<file path="config.mk">
export PLATFORM = sky130hd
export DESIGN_NAME = alarm_key_entry
export DESIGN_NICKNAME = d
export VERILOG_FILES = /design/src/rtl/alarm_key_entry.sv
export SDC_FILE = /design/constraint.sdc
export NUM_CORES = 1
export LEC_CHECK = 0
export CORE_ASPECT_RATIO = 1.4
export CORE_MARGIN = 3
export CORE_UTILIZATION = 40
export CTS_CLUSTER_DIAMETER = 150
export DETAILED_ROUTE_END_ITERATION = 6
export PLACE_DENSITY = 0.72
export SYNTH_ARGS = -nofsm -noshare
export SYNTH_HDL_FRONTEND = slang
export SYNTH_SLANG_ARGS = --single-unit
</file>
<file path="constraint.sdc">
create_clock -name clock -period 3.29 [get_ports clock]
set_input_delay 0.4935 -clock clock [delete_from_list [all_inputs] [get_ports clock]]
set_output_delay 0.4935 -clock clock [all_outputs]
set_load 0.05 [all_outputs]
</file>
<file path="src/rtl/alarm_key_entry.sv">
// Alarm-time keypad entry: collects four BCD digits as hh:mm,
// validates them on SET and strobes the alarm register load.
module alarm_key_entry #(
    parameter int unsigned TIMEOUT_CYCLES = 16
) (
    input  logic       clock,
    input  logic       reset,
    input  logic       key_valid,
    input  logic [3:0] key,
    output logic [3:0] new_alarm_ms_hr,
    output logic [3:0] new_alarm_ls_hr,
    output logic [3:0] new_alarm_ms_min,
    output logic [3:0] new_alarm_ls_min,
    output logic       load_new_alarm,
    output logic       entry_busy,
    output logic       entry_error,
    output logic [2:0] digit_count
);

    typedef enum logic [1:0] {
        IDLE  = 2'd0,
        ENTRY = 2'd1,
        LOAD  = 2'd2
    } state_t;

    localparam logic [15:0] TIMER_LAST = 16'(TIMEOUT_CYCLES - 1);

    state_t      state;
    logic [15:0] timer;
    logic        is_digit;
    logic        is_set;
    logic        is_clear;
    logic [7:0]  hours;
    logic        time_ok;

    // Key classification; codes C-F fall through every branch.
    always_comb begin
        is_digit = key_valid && (key <= 4'd9);
        is_set   = key_valid && (key == 4'hA);
        is_clear = key_valid && (key == 4'hB);
    end

    // Range check of the buffered time as a 24-hour hh:mm value.
    always_comb begin
        hours   = 8'(new_alarm_ms_hr) * 8'd10 + 8'(new_alarm_ls_hr);
        time_ok = (new_alarm_ms_hr <= 4'd2) && (new_alarm_ls_hr <= 4'd9)
               && (hours <= 8'd23)
               && (new_alarm_ms_min <= 4'd5) && (new_alarm_ls_min <= 4'd9);
    end

    // Entry FSM with registered buffer, count, timer and strobes.
    always_ff @(posedge clock) begin
        if (!reset) begin
            state            <= IDLE;
            timer            <= '0;
            new_alarm_ms_hr  <= '0;
            new_alarm_ls_hr  <= '0;
            new_alarm_ms_min <= '0;
            new_alarm_ls_min <= '0;
            digit_count      <= '0;
            load_new_alarm   <= 1'b0;
            entry_busy       <= 1'b0;
            entry_error      <= 1'b0;
        end else begin
            load_new_alarm <= 1'b0;
            entry_error    <= 1'b0;
            case (state)
                IDLE: begin
                    timer <= '0;
                    if (is_digit) begin
                        new_alarm_ms_hr  <= '0;
                        new_alarm_ls_hr  <= '0;
                        new_alarm_ms_min <= '0;
                        new_alarm_ls_min <= key;
                        digit_count      <= 3'd1;
                        state            <= ENTRY;
                        entry_busy       <= 1'b1;
                    end else if (is_clear) begin
                        new_alarm_ms_hr  <= '0;
                        new_alarm_ls_hr  <= '0;
                        new_alarm_ms_min <= '0;
                        new_alarm_ls_min <= '0;
                        digit_count      <= '0;
                    end
                end
                ENTRY: begin
                    if (is_digit) begin
                        timer            <= '0;
                        new_alarm_ms_hr  <= new_alarm_ls_hr;
                        new_alarm_ls_hr  <= new_alarm_ms_min;
                        new_alarm_ms_min <= new_alarm_ls_min;
                        new_alarm_ls_min <= key;
                        if (digit_count != 3'd4)
                            digit_count <= digit_count + 3'd1;
                    end else if (is_set && digit_count == 3'd4 && time_ok) begin
                        timer          <= '0;
                        state          <= LOAD;
                        load_new_alarm <= 1'b1;
                    end else if (is_set || is_clear
                                 || (!key_valid && timer == TIMER_LAST)) begin
                        // Rejected SET, CLEAR and timeout all abandon
                        // the entry; only the rejected SET flags it.
                        timer            <= '0;
                        new_alarm_ms_hr  <= '0;
                        new_alarm_ls_hr  <= '0;
                        new_alarm_ms_min <= '0;
                        new_alarm_ls_min <= '0;
                        digit_count      <= '0;
                        state            <= IDLE;
                        entry_busy       <= 1'b0;
                        entry_error      <= is_set;
                    end else if (!key_valid) begin
                        timer <= timer + 16'd1;
                    end
                end
                LOAD: begin
                    state      <= IDLE;
                    entry_busy <= 1'b0;
                end
                default: begin
                    state      <= IDLE;
                    entry_busy <= 1'b0;
                end
            endcase
        end
    end

endmodule

</file>
After elaboration in Yosys (flattened, before gate mapping)
Index checks and enable logic that the tools add are counted.
{"block": "word_totals", "register_bits": 40, "latch_bits": 0, "ramBits": 0, "mem_bits_ro": 0, "inputBits": 7, "output_inout_bits": 22, "wordCells": 97, "mem_count": 0}
{"block": "classes", "addsub": 3, "mul": 1, "n_div": 0, "magnitude_cmp": 6, "eq_ne": 16, "shifts": 0, "muxes": 36, "bitwise": 3, "n_reduce_logical": 22}
{"op": "$mux 16", "n": 4}
{"op": "$mux 4", "n": 9}
{"op": "$pmux 16 s2", "n": 1}
{"op": "$pmux 4 s2", "n": 4}
{"op": "$mux 3", "n": 6}
{"op": "$ne 3x3->1 const B", "n": 6}
{"op": "$add 16x1->16 const B", "n": 1}
{"op": "$eq 16x4->1 const B", "n": 1}
{"op": "$le 4x4->1 const B", "n": 3}
{"op": "$logic_and 1x1->1", "n": 10}
{"op": "$add 8x4->8", "n": 1}
{"op": "$eq 4x4->1 const B", "n": 2}
{"op": "$le 8x5->1 const B", "n": 1}
{"op": "$mux 2", "n": 4}
{"op": "$ne 2x2->1 const B", "n": 4}
{"op": "$reduce_and 4->1", "n": 2}
{"op": "$mul 4x3->7 const B", "n": 1}
{"op": "$pmux 3 s2", "n": 1}
{"op": "$mux 1", "n": 5}
{"op": "$ne 5x5->1 const B", "n": 1}
{"op": "$reduce_and 5->1", "n": 1}
{"op": "$reduce_or 5->1", "n": 1}
{"op": "$le 4x2->1 const B", "n": 1}
{"op": "$le 4x3->1 const B", "n": 1}
{"op": "other kinds (13)", "n": 16}

Depth between registers and ports, before layout
Gate-level depths: netlist (run 1).
{"block": "depth", "ltp_word": 10, "ltp_mapped": 11, "ltp_nobuf": 10}

Worst setup path after synthesis (run 1)
Ideal clock, no wire load.
{"block": "synth_path", "kind": "reg-to-reg", "start": "register new_alarm_ms_hr[1]", "end": "register new_alarm_ms_hr[1]", "setup_time_ns": 0.070, "arrival_ns": 3.067, "required_time_ns": 3.220, "slack_ns": 0.153, "stages_incl_launch_ff": 11, "path_buffers": 1, "period_less_slack_ns": 3.137, "path_cell_list": "dfxtp_1 ha_1 ha_1 inv_1 fa_1 a21oi_1 or3b_2 nor4_1 nand2_1 buf_2 a21oi_1"}
{"block": "synth_between", "elab_chain_len": 9, "elab_cells_between_ends": 11, "classes_between": "add/sub: 1; mul: 1; order compare: 2; eq/ne: 1; reduce/logical: 6"}
{"element": "from (decl)", "line": "10", "source": "output logic [3:0] new_alarm_ms_hr,"}
{"element": "from (signal assigned)", "line": "89", "source": "new_alarm_ms_hr <= new_alarm_ls_hr;"}
{"element": "$mul 4x3->7", "line": "45", "source": "hours = 8'(new_alarm_ms_hr) * 8'd10 + 8'(new_alarm_ls_hr);"}
{"element": "$add 8x4->8", "line": "45"}
{"element": "$le 8x5->1", "line": "47", "source": "&& (hours <= 8'd23)"}
{"element": "$logic_and 1x1->1 (*)", "line": "47"}
{"element": "$logic_and 1x1->1 (*) (2 in a row)", "line": "48", "source": "&& (new_alarm_ms_min <= 4'd5) && (new_alarm_ls_min <= 4'd9);"}
{"element": "$logic_and 1x1->1 (*)", "line": "95", "source": "end else if (is_set && digit_count == 3'd4 && time_ok) begin"}
{"element": "$ne 3x3->1 (no source line) (*)"}
{"element": "$reduce_and 4->1 (no source line) (*)"}
Every way passes the cells marked *; elsewhere a longest branch is shown, timed or not.
A chain may end at the register's enable or synchronous reset.

Final worst setup path (run 1)
{"block": "layout_path", "start": "register new_alarm_ms_hr[1]", "end": "register new_alarm_ms_hr[0]"}
The elaborated chain is that of the path after synthesis.

==> results of run 1 <==
-- state kept, by name, summed over array words and instances (netlist names) --
signal,count
new_alarm_ms_hr,4
digit_count,3
load_new_alarm,1
timer,16
new_alarm_ls_min,4
new_alarm_ls_hr,4
entry_busy,1
state,2
new_alarm_ms_min,4
entry_error,1
-- routing by layer --
layer  routed length [um]  GRT usage
met1                 2000      0.192
met4                  132     0.0813
met2                 2700      0.310
met5                    0          0
met3                  186     0.0303
-- worst max-delay path: cells and delay by family (launching register included) --
family	cells	cell delay [ns]
flip-flops	1	0.38
adder cells (fa/ha/maj)	3	0.99
buffers and inverters	2	0.23
AND/OR/NAND/NOR	3	1.09
AO/OA/AOI/OAI	2	0.29
-- final timing paths --
check                                   from                               to  slack, ns  cells after the start
max          new_alarm_ms_hr[1]$_SDFFE_PN0P_  new_alarm_ms_hr[0]$_SDFFE_PN0P_       0.23                     10
min                  entry_busy$_SDFFE_PN0P_          entry_busy$_SDFFE_PN0P_       0.48                      2
max reg2reg  new_alarm_ms_hr[1]$_SDFFE_PN0P_  new_alarm_ms_hr[0]$_SDFFE_PN0P_       0.23                     10
min reg2reg          entry_busy$_SDFFE_PN0P_          entry_busy$_SDFFE_PN0P_       0.48                      2
-- synth_stat cells --
cell type	number
a211o_1	1
a21o_1	3
a21oi_1	22
a221oi_1	2
a311oi_1	2
a31oi_1	2
a32o_1	4
and2_1	1
and3_1	17
and4_1	2
and4b_1	1
buf_1	1
buf_2	3
clkbuf_1	7
dfxtp_1	40
fa_1	2
ha_1	10
inv_1	9
mux2i_1	3
nand2_1	11
nand2b_1	1
nand3_1	7
nand4_1	4
nand4b_1	1
nor2_1	33
nor3_1	4
nor3b_1	1
nor4_1	2
nor4b_1	1
o2111ai_1	3
o211ai_1	6
o211ai_4	1
o21ai_0	26
o21ai_1	1
o21ai_2	1
o31ai_1	1
o41ai_1	1
or3_1	4
or3_4	1
or3b_2	1
or4_1	1
xnor2_1	2
xor2_1	12
-- report_power, final --
| part | switching (mW) | internal [mW] | total, mW |
|---|---|---|---|
| logic | 0.0704 | 0.0392 | 0.110 |
| registers | 0.00715 | 0.491 | 0.498 |
| clock network | 0.178 | 0.224 | 0.402 |
-- logic make-up (layout without fill, tap and decap cells) --
family	after synthesis	count (layout)
AND/OR/NAND/NOR	93	93
flip-flops	40	40
multiplexers	3	3
buffers and inverters	20	52
AO/OA/AOI/OAI	76	76
adder cells (fa/ha/maj)	12	12
XOR/XNOR	14	14
-- metrics by stage --
step                setup WS, ns  cells
global route             0.00903    356
global placement           0.283    348
detailed placement         0.176    348
finish                     0.233    356
CTS                        0.143    356
floorplan                  0.153    258
-- area by class of cell --
type,instances,area share
Multi-Input combinational cell,198,0.486
Clock buffer,5,0.0260
Timing Repair Buffer,35,0.126
Inverter,9,0.0128
Tap cell,66,0.0312
Sequential cell,40,0.302
Clock inverter,3,0.0161
==> flow_summary.yaml, run 1 <==
synth:
  yosys.area.top_type_share: 0.371
  yosysUniqueCellTypes: 43
  synth_top_family_by_area: "compound AO/OA/AOI/OAI gates"
  yosys.area_share.simple: 0.223
  synth_compound_area_frac: 0.223
  synth-seq-cells: 40
  synthAdderAreaFrac: 0.0764
  synthCells: 258
  yosys.area_share.xor_xnor: 0.0567
  yosysSeqAreaShare: 0.371
  synth_area_leader_cell: "dfxtp_1"
  synthMuxAreaShare: 0.0139
  syn_area_per_cell_um2: 8.38
  synth.area.top_cells: "dfxtp_1, o21ai_0, ha_1"
  netlist_area_um2: 2160
  syn-num-nets: 277
  ys.warnings.count: 0
die:
  ios: 29
  die_w_um: 68.1
  coreArea_um2: 5200
  die_y_um: 93.0
  num_rows: 31
  start_util: 0.416
  fp.dieArea_um2: 6330
timing:
  finalCriticalPeriod_ns: 3.06
  finalSetupTns_ns: 0
  rsz0062_at_grt: "false"
  worst_pin_slew_ns: 0.614
  slew_headroom: 0.590
  fin_crit_sh: 0.929
  report.final.hold_viol_count: 0
  clock_skew_ns: 0.00870
  setup_viol: 0
  fmax_mhz: 327
  final_max_slew_viol_count: 0
  hold_ws_ns: 0.482
global_route:
  antenna_found_initial: 0
  grt_max_degree: 20
  grt_pass1_wl_mm: 8.49
  first_global_vias: 1848
  grtUsageTotal: 0.174
  grt-ovfl-total: 0
clock_tree:
  cts_buffer_depth: 2
  ctsResizeCount: 0
  root_buffer: "clkbuf_8"
  htreeDepth: 2
  cts.clk_slew.worst_paths_ns: 0.08
  clock_latency_ns: 0.30
  cts_hold_buf: 0
  cts_tree: "yes"
  cts.sink_count: 40
  post_cts_buffers: 0
  cts_made_buffers: 5
outcome:
  outcome: "finished clean"
critical_path:
  critical_path_arrival_ns: 3.29
  required_ns: 3.52
  crit_path_cell_trace: "ha_1 -> ha_1 -> inv_1 -> fa_1 -> a21oi_1 -> or3b_2 -> nor4_2 -> buf_4 -> nand2_1 -> a21oi_1"
  end_kind: "register"
  cp_slowest_cell: "fa_1"
  crit_path_start_kind: "register"
  critPathMaxStageDelay_ns: 0.52
  critPathKind: "reg2reg"
  cp_max_fo: 12
cells_and_area:
  ff_latch_area_um2: 801
  fillers: 516
  postLayoutCoreUtil: 0.510
  stdcell_area_um2: 2650
  antenna_cells: 0
  final_common_cell: "dfxtp_1"
  fin_nets: 308
  synthToLayoutAreaGrowth_pct: 22.6
  layout_common_cells: "dfxtp_1, nor2_1, clkdlybuf4s50_1, o21ai_0, a21oi_1"
  multi_input_area_um2: 1290
  drive_gt1_frac: 0.0690
routing:
  drtPass1Iterations: 5
  avgRoutedWirePerCell_um: 14.1
  drt_wl_total_mm: 5.02
  vias_per_cell: 5.54
  antenna_left: 0
  dr_total_vias: 1973
  dr.first_iter.drc_count: 201
  drc: 0
power:
  power_density_nw_per_um2: 381
  p_leak_nw: 1.02
  power_mw: 1.01
  vdd_drop_max_mv: 0.328
min_path:
  hp-class: "reg2reg"
place:
  placed_cell_area_um2: 2530
  gp_congestion: 0.864
  portBuffers: 28
  dp_hpwl_mm: 3.65
flow_run:
  maxCapViolations: 0
(Power assumes the default switching activity.)
==> run 2: changes to the inputs <==
HOLD_SLACK_MARGIN = 0.03   (was default)
==> results of run 2 <==
The final DEF is identical to that of run 1; final timing and power are the same.
